File: src/rtl/kf6845_pkg.sv
// Shared widths, register bundle and sync-pulse state
// for the kf6845 horizontal and vertical stages.
package kf6845_pkg;

  localparam int CHAR_W = 8;
  localparam int SYNC_W = 4;

  typedef logic [CHAR_W-1:0] char_t;
  typedef logic [SYNC_W-1:0] swidth_t;

  typedef enum logic {
    IDLE = 1'b0,
    SYNC = 1'b1
  } sync_state_t;

  typedef struct packed {
    char_t r0;
    char_t r1;
    char_t r2;
    char_t r3;
  } hregs_t;

endpackage

File: src/rtl/kf6845_sync_pulse.sv
// Width-counted sync pulse generator; shared by HSYNC and VSYNC.
// Width is compared live, so a rewrite mid-pulse takes effect at once.
module kf6845_sync_pulse
  import kf6845_pkg::*;
(
  input  logic    clock,
  input  logic    reset_n,
  input  logic    i_enable,
  input  logic    i_trigger,
  input  swidth_t i_width,
  output logic    o_sync
);

  sync_state_t r_state;
  sync_state_t w_state_nxt;
  swidth_t     r_wcnt;
  swidth_t     w_wcnt_nxt;
  logic        r_sync;
  logic        w_sync_nxt;

  always_ff @(posedge clock or negedge reset_n) begin
    if (!reset_n) begin
      r_state <= IDLE;
      r_wcnt  <= '0;
      r_sync  <= 1'b0;
    end else begin
      r_state <= w_state_nxt;
      r_wcnt  <= w_wcnt_nxt;
      r_sync  <= w_sync_nxt;
    end
  end

  always_comb begin
    w_state_nxt = r_state;
    w_wcnt_nxt  = r_wcnt;
    w_sync_nxt  = r_sync;
    if (i_enable) begin
      unique case (r_state)
        IDLE: begin
          if (i_trigger && (i_width != '0)) begin
            w_state_nxt = SYNC;
            w_wcnt_nxt  = 4'd1;
            w_sync_nxt  = 1'b1;
          end
        end
        SYNC: begin
          // Trigger is ignored here: no retrigger while active
          if (r_wcnt == i_width) begin
            w_state_nxt = IDLE;
            w_sync_nxt  = 1'b0;
          end else begin
            w_wcnt_nxt = r_wcnt + 4'd1;
          end
        end
        default: begin
          w_state_nxt = IDLE;
          w_sync_nxt  = 1'b0;
        end
      endcase
    end
  end

  assign o_sync = r_sync;

endmodule

File: src/rtl/kf6845_horizontal_control.sv
// CRTC horizontal stage: R0-R3, character counter,
// line/half-line strobes, display window and HSYNC.
module kf6845_horizontal_control
  import kf6845_pkg::*;
(
  input  logic              clock,
  input  logic              reset_n,
  input  logic              video_clock_enable,
  input  logic [CHAR_W-1:0] internal_data_bus,
  input  logic              write_horizontal_total_register,
  input  logic              write_horizontal_displayed_register,
  input  logic              write_horizontal_sync_position_register,
  input  logic              write_sync_width_register,
  output logic              Horizontal,
  output logic              Horizontal_Half,
  output logic              H_Display,
  output logic              HSYNC,
  output logic [CHAR_W-1:0] Character_Count,
  output logic [SYNC_W-1:0] VSYNC_Width
);

  hregs_t r_regs;
  char_t  r_count;
  logic   w_eol;
  logic   w_half;
  logic   w_sync_hit;

  always_ff @(posedge clock or negedge reset_n) begin
    if (!reset_n) begin
      r_regs <= '0;
    end else begin
      if (write_horizontal_total_register)
        r_regs.r0 <= internal_data_bus;
      if (write_horizontal_displayed_register)
        r_regs.r1 <= internal_data_bus;
      if (write_horizontal_sync_position_register)
        r_regs.r2 <= internal_data_bus;
      if (write_sync_width_register)
        r_regs.r3 <= internal_data_bus;
    end
  end

  assign w_eol      = (r_count == r_regs.r0);
  assign w_half     = (r_count == {1'b0, r_regs.r0[CHAR_W-1:1]});
  assign w_sync_hit = (r_count == r_regs.r2);

  // Counter past a lowered R0 simply wraps modulo 256
  always_ff @(posedge clock or negedge reset_n) begin
    if (!reset_n) begin
      r_count <= '0;
    end else if (video_clock_enable) begin
      r_count <= w_eol ? '0 : r_count + 8'd1;
    end
  end

  kf6845_sync_pulse u_hsync (
    .clock     (clock),
    .reset_n   (reset_n),
    .i_enable  (video_clock_enable),
    .i_trigger (w_sync_hit),
    .i_width   (r_regs.r3[SYNC_W-1:0]),
    .o_sync    (HSYNC)
  );

  assign Horizontal      = w_eol & video_clock_enable;
  assign Horizontal_Half = w_half & video_clock_enable;
  assign H_Display       = (r_count < r_regs.r1);
  assign Character_Count = r_count;
  assign VSYNC_Width     = r_regs.r3[CHAR_W-1:SYNC_W];

endmodule
File: config.mk
export PLATFORM = sky130hd
export DESIGN_NAME = kf6845_horizontal_control
export DESIGN_NICKNAME = d
export VERILOG_FILES = /design/src/rtl/kf6845_pkg.sv /design/src/rtl/kf6845_sync_pulse.sv /design/src/rtl/kf6845_horizontal_control.sv
export SDC_FILE = /design/constraint.sdc
export NUM_CORES = 1
export LEC_CHECK = 0
export CORE_UTILIZATION = 41
export CTS_CLUSTER_SIZE = 8
export DETAILED_ROUTE_END_ITERATION = 12
export PLACE_DENSITY = 0.63
export SYNTH_ARGS = -nofsm -noshare
export SYNTH_HDL_FRONTEND = slang
export SYNTH_SLANG_ARGS = --single-unit
File: constraint.sdc
create_clock -name clock -period 5.2 [get_ports clock]
set_clock_uncertainty 0.05 [all_clocks]
set_input_delay 1.3 -clock clock [delete_from_list [all_inputs] [get_ports clock]]
set_output_delay 1.3 -clock clock [all_outputs]
set_load 0.01 [all_outputs]
## Word-level counts from Yosys, hierarchy flattened

Index checks and enable logic that the tools add are counted.

- Register bits after elaboration: 46
- Input bits: 15
- Output and inout bits: 16
- Logic and storage cells: 35

- Add/subtract/negate cells: 2
- Order comparisons: 1
- Equal/unequal tests: 7
- Muxes and demuxes: 10
- Bitwise gates (word level): 3
- Reductions and logical operators: 4

Operators by type and width:

| operator | number |
|---|---|
| $eq A8 B8 Y1 | 2 |
| $add A8 B1 Y8 const B | 1 |
| $eq A8 B7 Y1 | 1 |
| $lt A8 B8 Y1 | 1 |
| $mux W4 | 2 |
| $mux W8 | 1 |
| $pmux W4 S2 | 1 |
| $reduce_and A3 Y1 | 2 |
| $add A4 B1 Y4 const B | 1 |
| $eq A4 B4 Y1 | 1 |
| $mux W1 | 4 |
| $ne A2 B2 Y1 const B | 2 |
| $pmux W1 S2 | 2 |
| $reduce_bool A4 Y1 | 1 |
| $and A1 B1 Y1 | 2 |
| $ne A2 B1 Y1 const B | 1 |
| $logic_and A1 B1 Y1 | 1 |
| $not A1 Y1 | 1 |

## Logic depth before layout (Yosys ltp)

Gate-level depths: netlist of run 1.

- Depth after elaboration: 4
- Depth in mapped cells: 6
- Gate-level depth less buffers: 6

## By module

Synthesis of run 1 repeated with hierarchy kept, for this count alone.

- Cells, all modules: 225
- Area total of the unflattened synthesis: 2,552.4 um^2

Modules (own cells, without submodules):

| module | times used | cells an instance | area each (um^2) | sequential area each (um^2) |
|---|---|---|---|---|
| kf6845_horizontal_control | 1 | 184 | 2,149.6 | 1,001.0 |
| kf6845_sync_pulse | 1 | 41 | 402.9 | 150.1 |

## Worst setup path before layout of run 1

OpenSTA, ideal clock, no wires.

- Path kind: input port to output port
- Start: input port video_clock_enable
- End: output port Horizontal_Half
- Arrival time: 1.931 ns
- Required time: 3.850 ns
- Setup slack: 1.919 ns
- Stages on the path: 3
- Path buffers: 1
- Cell sequence: buf_2 -> nand3b_1 -> nor4_1

- Cells in the longest elaborated chain, start to end: 1

RTL lines:

| what | line | text |
|---|---|---|
| start, declared | kf6845_horizontal_control.sv:8 | `input logic video_clock_enable,` |
| $and A1 B1 Y1 | kf6845_horizontal_control.sv:66 | `assign Horizontal_Half = w_half & video_clock_enable;` |
| end, declared | kf6845_horizontal_control.sv:15 | `output logic Horizontal_Half,` |

Every way passes these cells.

## Worst setup path in the final report of run 1

Ends and elaborated chain as after synthesis.

==> impl_results.md, run 1 <==
- Clock slew at reported path FFs: 0.08 ns
- DR WL/cell: between 10 and 15 µm
- Slew headroom: a little under a third
- Final setup viols: 0
- Starting Density: about 43%
- Layout cells sized above 1: 14.9%
- H-tree levels: 2
- Power Dens Cells: 411 nW/µm²
- FF-to-FF path depth: 4
- 1st-iter DRT viols: 94
- WHS: 0.462 ns
- Clock insertion delay at the later pin of the skew report: around 0.3 ns
- Most used DFF post-synth: dfrtp_1
- First-pass GRT wire length: 7870 µm
- Final Wtd Congestion: around 0.8
- Avg Inst Size Synth: 11.0 µm²
- Crit-path slowest cell: clkdlybuf4s50_1
- Count leader, synth: dfrtp_1
- Clock sink count: 46
- Met2 Use GR: ~26%
- IO buf count: 30
- Slowest Stage Delay on Critical Path: about 0.58 ns
- Gate power share: about a third
- Routed vias/inst: 5.07
- YS warnings: 0
- #FFs+latches synth: between 40 and 50
- Synthesized cell area: about 2400 µm²
- Post-CTS setup buffer count: 0
- Flop pwr share: around 46%
- Die width: between 70 and 80 µm
- Async SR Flop Fraction: 100%
- GRT met1 Usage: between 20% and 30%
- Max IR drop VDD: approximately 190 µV
- Crit path DAT: ~2.7 ns
- # hold bufs at CTS: 0
- Switching share of power: 33.5%
- Die ar.: between 6000 and 7000 µm²
- Number of remaining DRC errors: 0
- Rows: 27
- Grt peak-use layer: met2
- Synth cell types: 38
- Antenna diode count: 0
- Crit path max fanout: 2
- Main area contributors after synthesis: dfrtp_1 48%, mux2_2 12%, xnor2_1 6.2%
- Pleak: about 1.2 nW
- ANT nets after route: 0
- CTS resizes: 0
- Register area share after synthesis: between 40 and 50%
- Initial antenna violation count: 0
- Dpl ws: 1.09 ns
- Final Worst Setup Slack: ~1.1 ns
- Most frequent cells after synthesis: 46 x dfrtp_1, 25 x mux2_2, 17 x xnor2_1, 13 x xor2_1, 12 x nand2_1
- WHS Path Cells: 2
- Post-synth EDFFs: 0
- Largest net degree at the start of global routing: 47
- Crit. path cell count: 4
- Area leader, netlist: dfrtp_1
- RSZ-0062 raised after global routing: no
- CTS Root Cell: clkbuf_8
- CP Class: input port to primary output
- Part of the cycle the worst path needs: around four fifths
- Met3 Use GR: roughly 4%
- Cells after Synth: 219
- Worst slew pin tran: a little over 1 ns
- Total iterations of the first detailed-routing run: 4
- Via count: roughly 1600
- Critical Path RT: between 3 and 4 ns
- Setup_tns: 0 ns
- Crit-path leading delay family: buffers and inverters
- Min Tclk post-route: 4.09 ns
- Clock share of power: a little under a quarter
- Syn nets: around 240
- Cell Area, Placed: between 2000 and 3000 µm²
- Hpwl dp: 3410 µm
- CTS Buf Count: 5
- CP most frequent cell: clkdlybuf4s50_1
- Cell chain of the critical path: clkdlybuf4s50_1 -> nand3b_1 -> nor4_1 -> clkdlybuf4s50_1
- Switch Pwr: between 0.3 and 0.4 mW
- Total GRT Usage: between 10% and 20%
- Crit end category: primary output
- Max-slew violation count: 0
- CP Launch Type: input port
- Fin nets: roughly 260
- Share of the synthesized area in the top cell type: a little under half
- Total gr overflow: 0
- CTS tree: done
- Post-Route Utilization: roughly 51%
- Max Buffers Root-to-Sink: 2
- Dpl cells: ~300
- Hold Vio Cnt, Final: 0
- Buf/Inv on CP: 2
- Final std cells w/o fill: between 300 and 400
- Die height: slightly below 80 µm
- Vias in the first global route: roughly 1500
- Outcome: completed
- Final Cell Area: 2820 µm²
- I/O pins: 31
- P&R area growth vs syn: 17.2%
- Tightest Hold Check Type: flip-flop to flip-flop
- Internal power: 0.770 mW
- Max-cap viol count: 0
- Total wire length: 4650 µm
- CORE AREA: 5570 µm²
- Tot Pwr: ~1.2 mW
- Fmax: roughly 240 MHz
## cells in the final DEF, fill, tap and decap left out, types with 5 or more instances in the layout
master           netlist  routed
dfrtp_1               46      46
mux2_2                25      25
o21ai_0               11      11
clkdlybuf4s50_1        0      29
xnor2_1               17      17
a21oi_1                5       5
clkbuf_8               0       5
nand3_1                9       9
xor2_1                13      13
inv_1                 11      11
nor2_1                 6       6
ha_1                   9       9
nand2_1               12      12
## cell families after synthesis
group / after synthesis / share of synthesized area (%)
and+or+nand+nor: 47 / 10.2
DFF: 46 / 47.9
AOI/OAI and AO/OA: 33 / 8.79
xor gates and xnor gates: 30 / 10.9
buffers and inverters: 28 / 5.41
muxes: 26 / 12.1
adders and majority gates: 9 / 4.68
## tightest hold or removal path, stage by stage, from the launching register on
cell and delay [ns]:
dfrtp_1 0.35, o21ai_0 0.08, nand2_1 0.05
## sequential cells by signal (all words and copies together), names as in the netlist
register and flops:
u_hsync.o_sync 1, VSYNC_Width 4, u_hsync.r_state 1, u_hsync.r_wcnt 4, r_regs 28, Character_Count 8
## power groups by stage
stage	registers, mW	logic [mW]	clock network (mW)
final	0.528	0.366	0.263
after global routing	0.543	0.412	0.286
after CTS	0.530	0.370	0.275
after detailed placement	0.536	0.369	0
after global placement	0.535	0.361	0
after floorplan	0.481	0.290	0
## worst paths after layout
path                                       to  slack, ns               start
min in group asynchronous  Character_Count[3]       1.11             reset_n
min reg2reg                    u_hsync.o_sync       0.46      u_hsync.o_sync
min                            u_hsync.o_sync       0.46      u_hsync.o_sync
max                           Horizontal_Half       1.11  video_clock_enable
max in group asynchronous          r_regs[16]       3.34             reset_n
max reg2reg                 u_hsync.r_wcnt[1]       3.29  Character_Count[3]
## metal layers
layer	vias to the layer above	routed length [µm]
li1	796	-
met1	759	2390
met2	25	2040
met3	7	158
met4	0	63
met5	-	0
## cell type report
class / instances / area (µm²)
fill: 511 / 2760
sequential: 46 / 1150
tap: 72 / 90.1
clock buffer: 6 / 72.6
inverter: 11 / 41.3
timing repair buffer: 31 / 303
multi-input combinational: 145 / 1120
clock inverter: 2 / 37.5
Power figures use the tool's default switching activity.
==> inputs of run 2 (changes only) <==
- clock period: 5.2 -> 3.8 ns (I/O delays scaled with it)
==> impl_results.md, run 2 (synthesis results as in run 1) <==
- Outcome: completed (unchanged)
- ANT nets after route: 0 (unchanged)
- Total iterations of the first detailed-routing run: 4 (unchanged)
- P&R area growth vs syn: 17.5% (was 17.2%)
- Cell Area, Placed: 2720 µm² (was 2710 µm²)
- Tightest Hold Check Type: flip-flop to flip-flop (unchanged)
- Post-CTS setup buffer count: 0 (unchanged)
- Antenna diode count: 0 (unchanged)
- I/O pins: 31 (unchanged)
- Vias in the first global route: 1629 (was 1522)
- H-tree levels: 2 (unchanged)
- Pleak: 1.21 nW (was 1.20 nW)
- Slew headroom: 32.3% (was 31.8%)
- Most frequent cells in the layout: 46 x dfrtp_1, 29 x clkdlybuf4s50_1, 25 x mux2_2, 17 x xnor2_1, 13 x xor2_1 (unchanged)
- Critical Path RT: 2.80 ns (was 3.85 ns)
- Crit path DAT: 2.46 ns (was 2.74 ns)
- Largest register FFs: 28 (unchanged)
- Via count: 1632 (was 1587)
- CP Launch Type: input port (unchanged)
- Clock insertion delay at the later pin of the skew report: 0.29 ns (was 0.30 ns)
- Crit-path slowest cell: clkdlybuf4s50_1 (unchanged)
- WHS: 0.463 ns (was 0.462 ns)
- Max-slew violation count: 0 (unchanged)
- CP most frequent cell: clkdlybuf4s50_1 (unchanged)
- CP Class: input port to primary output (unchanged)
- Max Buffers Root-to-Sink: 2 (unchanged)
- Fin nets: 265 (was 264)
- Starting Density: 43.1% (unchanged)
- Max-cap viol count: 0 (unchanged)
- Power Dens Cells: 559 nW/µm² (was 411 nW/µm²)
- Min Tclk post-route: 3.46 ns
- Total wire length: 4750 µm (was 4650 µm)
- DR WL/cell: 15.1 µm (was 14.9 µm)
- RSZ-0062 raised after global routing: no (unchanged)
- CTS Buf Count: 5 (unchanged)
- Die ar.: 6180 µm² (unchanged)
- First-pass GRT wire length: 8260 µm (was 7870 µm)
- Worst slew pin tran: 1.02 ns (about the same)
- Layout cells sized above 1: 15.7% (was 14.9%)
- Clock slew at reported path FFs: 0.09 ns (was 0.08 ns)
- Hpwl dp: 3440 µm (was 3410 µm)
- Filler instances: 520 (was 511)
- Number of remaining DRC errors: 0 (unchanged)
- Setup_tns: 0 ns (unchanged)
- Post-Route Utilization: 50.7% (was 50.6%)
- Reg with most FFs: r_regs (unchanged)
- Final Cell Area: 2830 µm² (was 2820 µm²)
- Final Wtd Congestion: 0.820 (was 0.807)
- Rows: 27 (unchanged)
- Largest net degree at the start of global routing: 47 (unchanged)
- Slowest Stage Delay on Critical Path: 0.60 ns (was 0.58 ns)
- Final setup viols: 0 (unchanged)
- Routed vias/inst: 5.20 (was 5.07)
- Clock sink count: 46 (unchanged)
- CTS Root Cell: clkbuf_8 (unchanged)
- IO buf count: 30 (unchanged)
- Total GRT Usage: 18.0% (was 17.1%)
- CTS resizes: 0 (unchanged)
- Initial antenna violation count: 0 (unchanged)
- Crit end category: primary output (unchanged)
- Max IR drop VDD: 238 µV (was 189 µV)
- 1st-iter DRT viols: 120 (was 94)
- Hold Vio Cnt, Final: 0 (unchanged)
- Commonest non-fill, non-tap cell in the layout: dfrtp_1 (unchanged)
- Fmax: between 200 and 300 MHz
- Total gr overflow: 0 (unchanged)
- Die height: 78.6 µm (unchanged)
- CORE AREA: 5570 µm² (unchanged)
- Part of the cycle the worst path needs: approximately 90%
- Tot Pwr: 1.58 mW (was 1.16 mW)
- Die width: 78.6 µm (unchanged)
- CTS tree: done (unchanged)
- Crit path max fanout: 2 (unchanged)
- # hold bufs at CTS: 0 (unchanged)
- Cell chain of the critical path: clkdlybuf4s50_1 -> nand3b_1 -> nor4_1 -> clkdlybuf4s50_1 (unchanged)
run 2: worst paths after layout:
path                       depth (start not counted)                  to                from  slack, ns
max in group asynchronous                          1      u_hsync.o_sync             reset_n       2.31
min                                                1      VSYNC_Width[2]      VSYNC_Width[2]       0.46
max                                                4     Horizontal_Half  video_clock_enable       0.34
max reg2reg                                        4   u_hsync.r_wcnt[1]  Character_Count[3]       1.84
min reg2reg                                        1      VSYNC_Width[2]      VSYNC_Width[2]       0.46
min in group asynchronous                          1  Character_Count[3]             reset_n       0.78
run 2: layout make-up:
type                            instances  area (µm²)  area share, %
Clock buffer                            5        68.8           2.44
Clock inverter                          3        40.0           1.42
Inverter                               11        41.3           1.46
Multi-Input combinational cell        145        1120           39.8
Sequential cell                        46        1150           40.7
Tap cell                               72        90.1           3.19
Timing Repair Buffer                   32         310           11.0
run 2: critical path: cells and delay by family:
family | cells | cell delay, ns
buf+inv | 2 | 1.12
simple gates | 2 | 0.38
run 2: metrics by stage:
| stage | instances | worst slack [ns] |
|---|---|---|
| final | 314 | 0.341 |
| after global routing | 314 | 0.263 |
| after CTS | 314 | 0.318 |
| after detailed placement | 306 | 0.325 |
| after global placement | 306 | 0.306 |
| after floorplan | 219 | 1.22 |
run 2: routing by layer:
metal	global-route usage, %	vias to the layer above	part of all wire, %
li1	-	801	-
met1	25.7	798	50
met2	26.5	27	45
met3	3.72	6	3.5
met4	6.67	0	1.4
met5	0	-	0
run 2: power by group:
part | leakage [nW] | internal, mW | total (mW) | switching (mW)
Combinational | 0.600 | 0.287 | 0.503 | 0.216
Sequential | 0.549 | 0.571 | 0.723 | 0.152
Clock | 0.0579 | 0.194 | 0.353 | 0.160
==> inputs of run 3 (changes only) <==
- DONT_BUFFER_PORTS: not set -> 1
- PLACE_DENSITY: 0.63 -> 0.56
==> impl_results.md, run 3 (synthesis results as in run 1) <==
- Outcome: completed (unchanged)
- Post-CTS setup buffer count: 0 (unchanged)
- Layout cells sized above 1: 16.7% (was 15.7%)
- Most frequent cells in the layout: 46 x dfrtp_1, 25 x mux2_2, 17 x xnor2_1, 13 x xor2_1, 12 x nand2_1 (was 46 x dfrtp_1, 29 x clkdlybuf4s50_1, 25 x mux2_2, 17 x xnor2_1, 13 x xor2_1)
- Worst slew pin tran: 0.584 ns (was 1.02 ns)
- # hold bufs at CTS: 0 (unchanged)
- Part of the cycle the worst path needs: 79.7% (was 91.0%)
- Final Wtd Congestion: 0.811 (was 0.820)
- Routed vias/inst: 5.34 (was 5.20)
- Initial antenna violation count: 0 (unchanged)
- Crit path max fanout: 10 (was 2)
- Fin nets: 233 (was 265)
- Largest net degree at the start of global routing: 47 (unchanged)
- Cell chain of the critical path: xnor2_1 -> nand4_1 -> nor2_1 -> and2_1 (was clkdlybuf4s50_1 -> nand3b_1 -> nor4_1 -> clkdlybuf4s50_1)
- Dpl ws: 1.10 ns (was 0.325 ns)
- CTS resizes: 0 (unchanged)
- Hold Vio Cnt, Final: 0 (unchanged)
- CTS Root Cell: clkbuf_8 (unchanged)
- GRT met1 Usage: 26.4% (was 25.7%)
- Crit-path leading delay family: simple AND/OR/NAND/NOR gates (was buffers and inverters)
- Met2 Use GR: 28.4% (was 26.5%)
- Met3 Use GR: 5.00% (was 3.72%)
- Die ar.: 6180 µm² (unchanged)
- Final Worst Setup Slack: 0.773 ns (was 0.341 ns)
- Pleak: 1.07 nW (was 1.21 nW)
- Total GRT Usage: 18.8% (was 18.0%)
- CP Class: flip-flop to primary output (was input port to primary output)
- Clock insertion delay at the later pin of the skew report: 0.30 ns (was 0.29 ns)
- Die height: 78.6 µm (unchanged)
- IO buf count: 0 (was 30)
- Max IR drop VDD: 229 µV (was 238 µV)
- I/O pins: 31 (unchanged)
- CTS Buf Count: 5 (unchanged)
- Buf/Inv on CP: 0 (was 2)
- Vias in the first global route: 1620 (was 1629)
- First-pass GRT wire length: 8670 µm (was 8260 µm)
- P&R area growth vs syn: 3.80% (was 17.5%)
- Grt peak-use layer: met2 (unchanged)
- Clock sink count: 46 (unchanged)
- Max-cap viol count: 0 (unchanged)
- Total wire length: 5010 µm (was 4750 µm)
- Slew headroom: 60.7% (was 32.3%)
- Final setup viols: 0 (unchanged)
- Power Dens Cells: 560 nW/µm² (was 559 nW/µm²)
- CORE AREA: 5570 µm² (unchanged)
- Clock slew at reported path FFs: 0.09 ns (about the same)
- Total gr overflow: 0 (unchanged)
- Commonest non-fill, non-tap cell in the layout: dfrtp_1 (unchanged)
- Total iterations of the first detailed-routing run: 4 (unchanged)
- Critical Path RT: 2.80 ns (about the same)
- DR WL/cell: 17.8 µm (was 15.1 µm)
- Min Tclk post-route: 3.03 ns (was 3.46 ns)
- Antenna diode count: 0 (unchanged)
- Crit path DAT: 2.03 ns (was 2.46 ns)
- Crit-path slowest cell: dfrtp_1 (was clkdlybuf4s50_1)
- Starting Density: 43.1% (unchanged)
- Tightest Hold Check Type: input port to asynchronous set/reset pin (was flip-flop to flip-flop)
- Fmax: 330 MHz (was 289 MHz)
- CP Launch Type: flip-flop (was input port)
- Via count: 1507 (was 1632)
- 1st-iter DRT viols: 145 (was 120)
- Reg with most FFs: r_regs (unchanged)
- Crit end category: primary output (unchanged)
- RSZ-0062 raised after global routing: no (unchanged)
- Largest register FFs: 28 (unchanged)
- Max Buffers Root-to-Sink: 2 (unchanged)
- Slowest Stage Delay on Critical Path: 0.66 ns (was 0.60 ns)
- Die width: 78.6 µm (unchanged)
- Setup_tns: 0 ns (unchanged)
- Number of remaining DRC errors: 0 (unchanged)
- Hpwl dp: 3680 µm (was 3440 µm)
- CTS tree: done (unchanged)
- Max-slew violation count: 0 (unchanged)
- ANT nets after route: 0 (unchanged)
- H-tree levels: 2 (unchanged)
- Rows: 27 (unchanged)
## run 3: layout make-up
cell class,count,area [µm²]
Fill cell,553,3080
Sequential cell,46,1150
Multi-Input combinational cell,145,1120
Tap cell,72,90.1
Clock buffer,5,68.8
Inverter,11,41.3
Clock inverter,3,21.3
## run 3: per-layer routing
layer	wire (µm)	share of wire [%]
met5	0	0
met3	266	5.3
met1	2450	49
met2	2260	45
met4	32	0.64
## run 3: metrics by stage
stage	hold slack, ns	utilization, %	cells	power, mW	area (µm²)
3_3_place_gp	0.449	43.2	274	1.11	2410
5_1_grt	0.264	44.8	282	1.52	2500
2_1_floorplan	0.432	-	219	1.05	2400
3_5_place_dp	0.452	43.2	274	1.12	2410
6_report	0.290	44.8	282	1.40	2500
4_1_cts	0.273	44.8	282	1.42	2500
## run 3: worst paths after layout
path	slack (ns)	from	depth (start not counted)	end
min	0.29	reset_n	0	r_regs[14]
max reg2reg	1.92	Character_Count[0]	4	Character_Count[3]
min in group clock	0.47	r_regs[16]	1	r_regs[16]
min reg2reg	0.47	r_regs[16]	1	r_regs[16]
max	0.77	Character_Count[0]	4	Horizontal
max in group asynchronous	3.32	reset_n	0	r_regs[18]
## run 3: worst register-to-register path: stages, from the launching register on
cell and delay (ns):
dfrtp_1 0.66, xnor2_1 0.18, nand4_1 0.21, nor2_1 0.44, o221ai_1 0.21
## run 3: power breakdown
part | switching, mW | leakage [nW] | internal (mW)
Clock | 0.167 | 0.0441 | 0.129
Sequential | 0.178 | 0.549 | 0.570
Combinational | 0.155 | 0.474 | 0.198
Total | 0.500 | 1.07 | 0.898
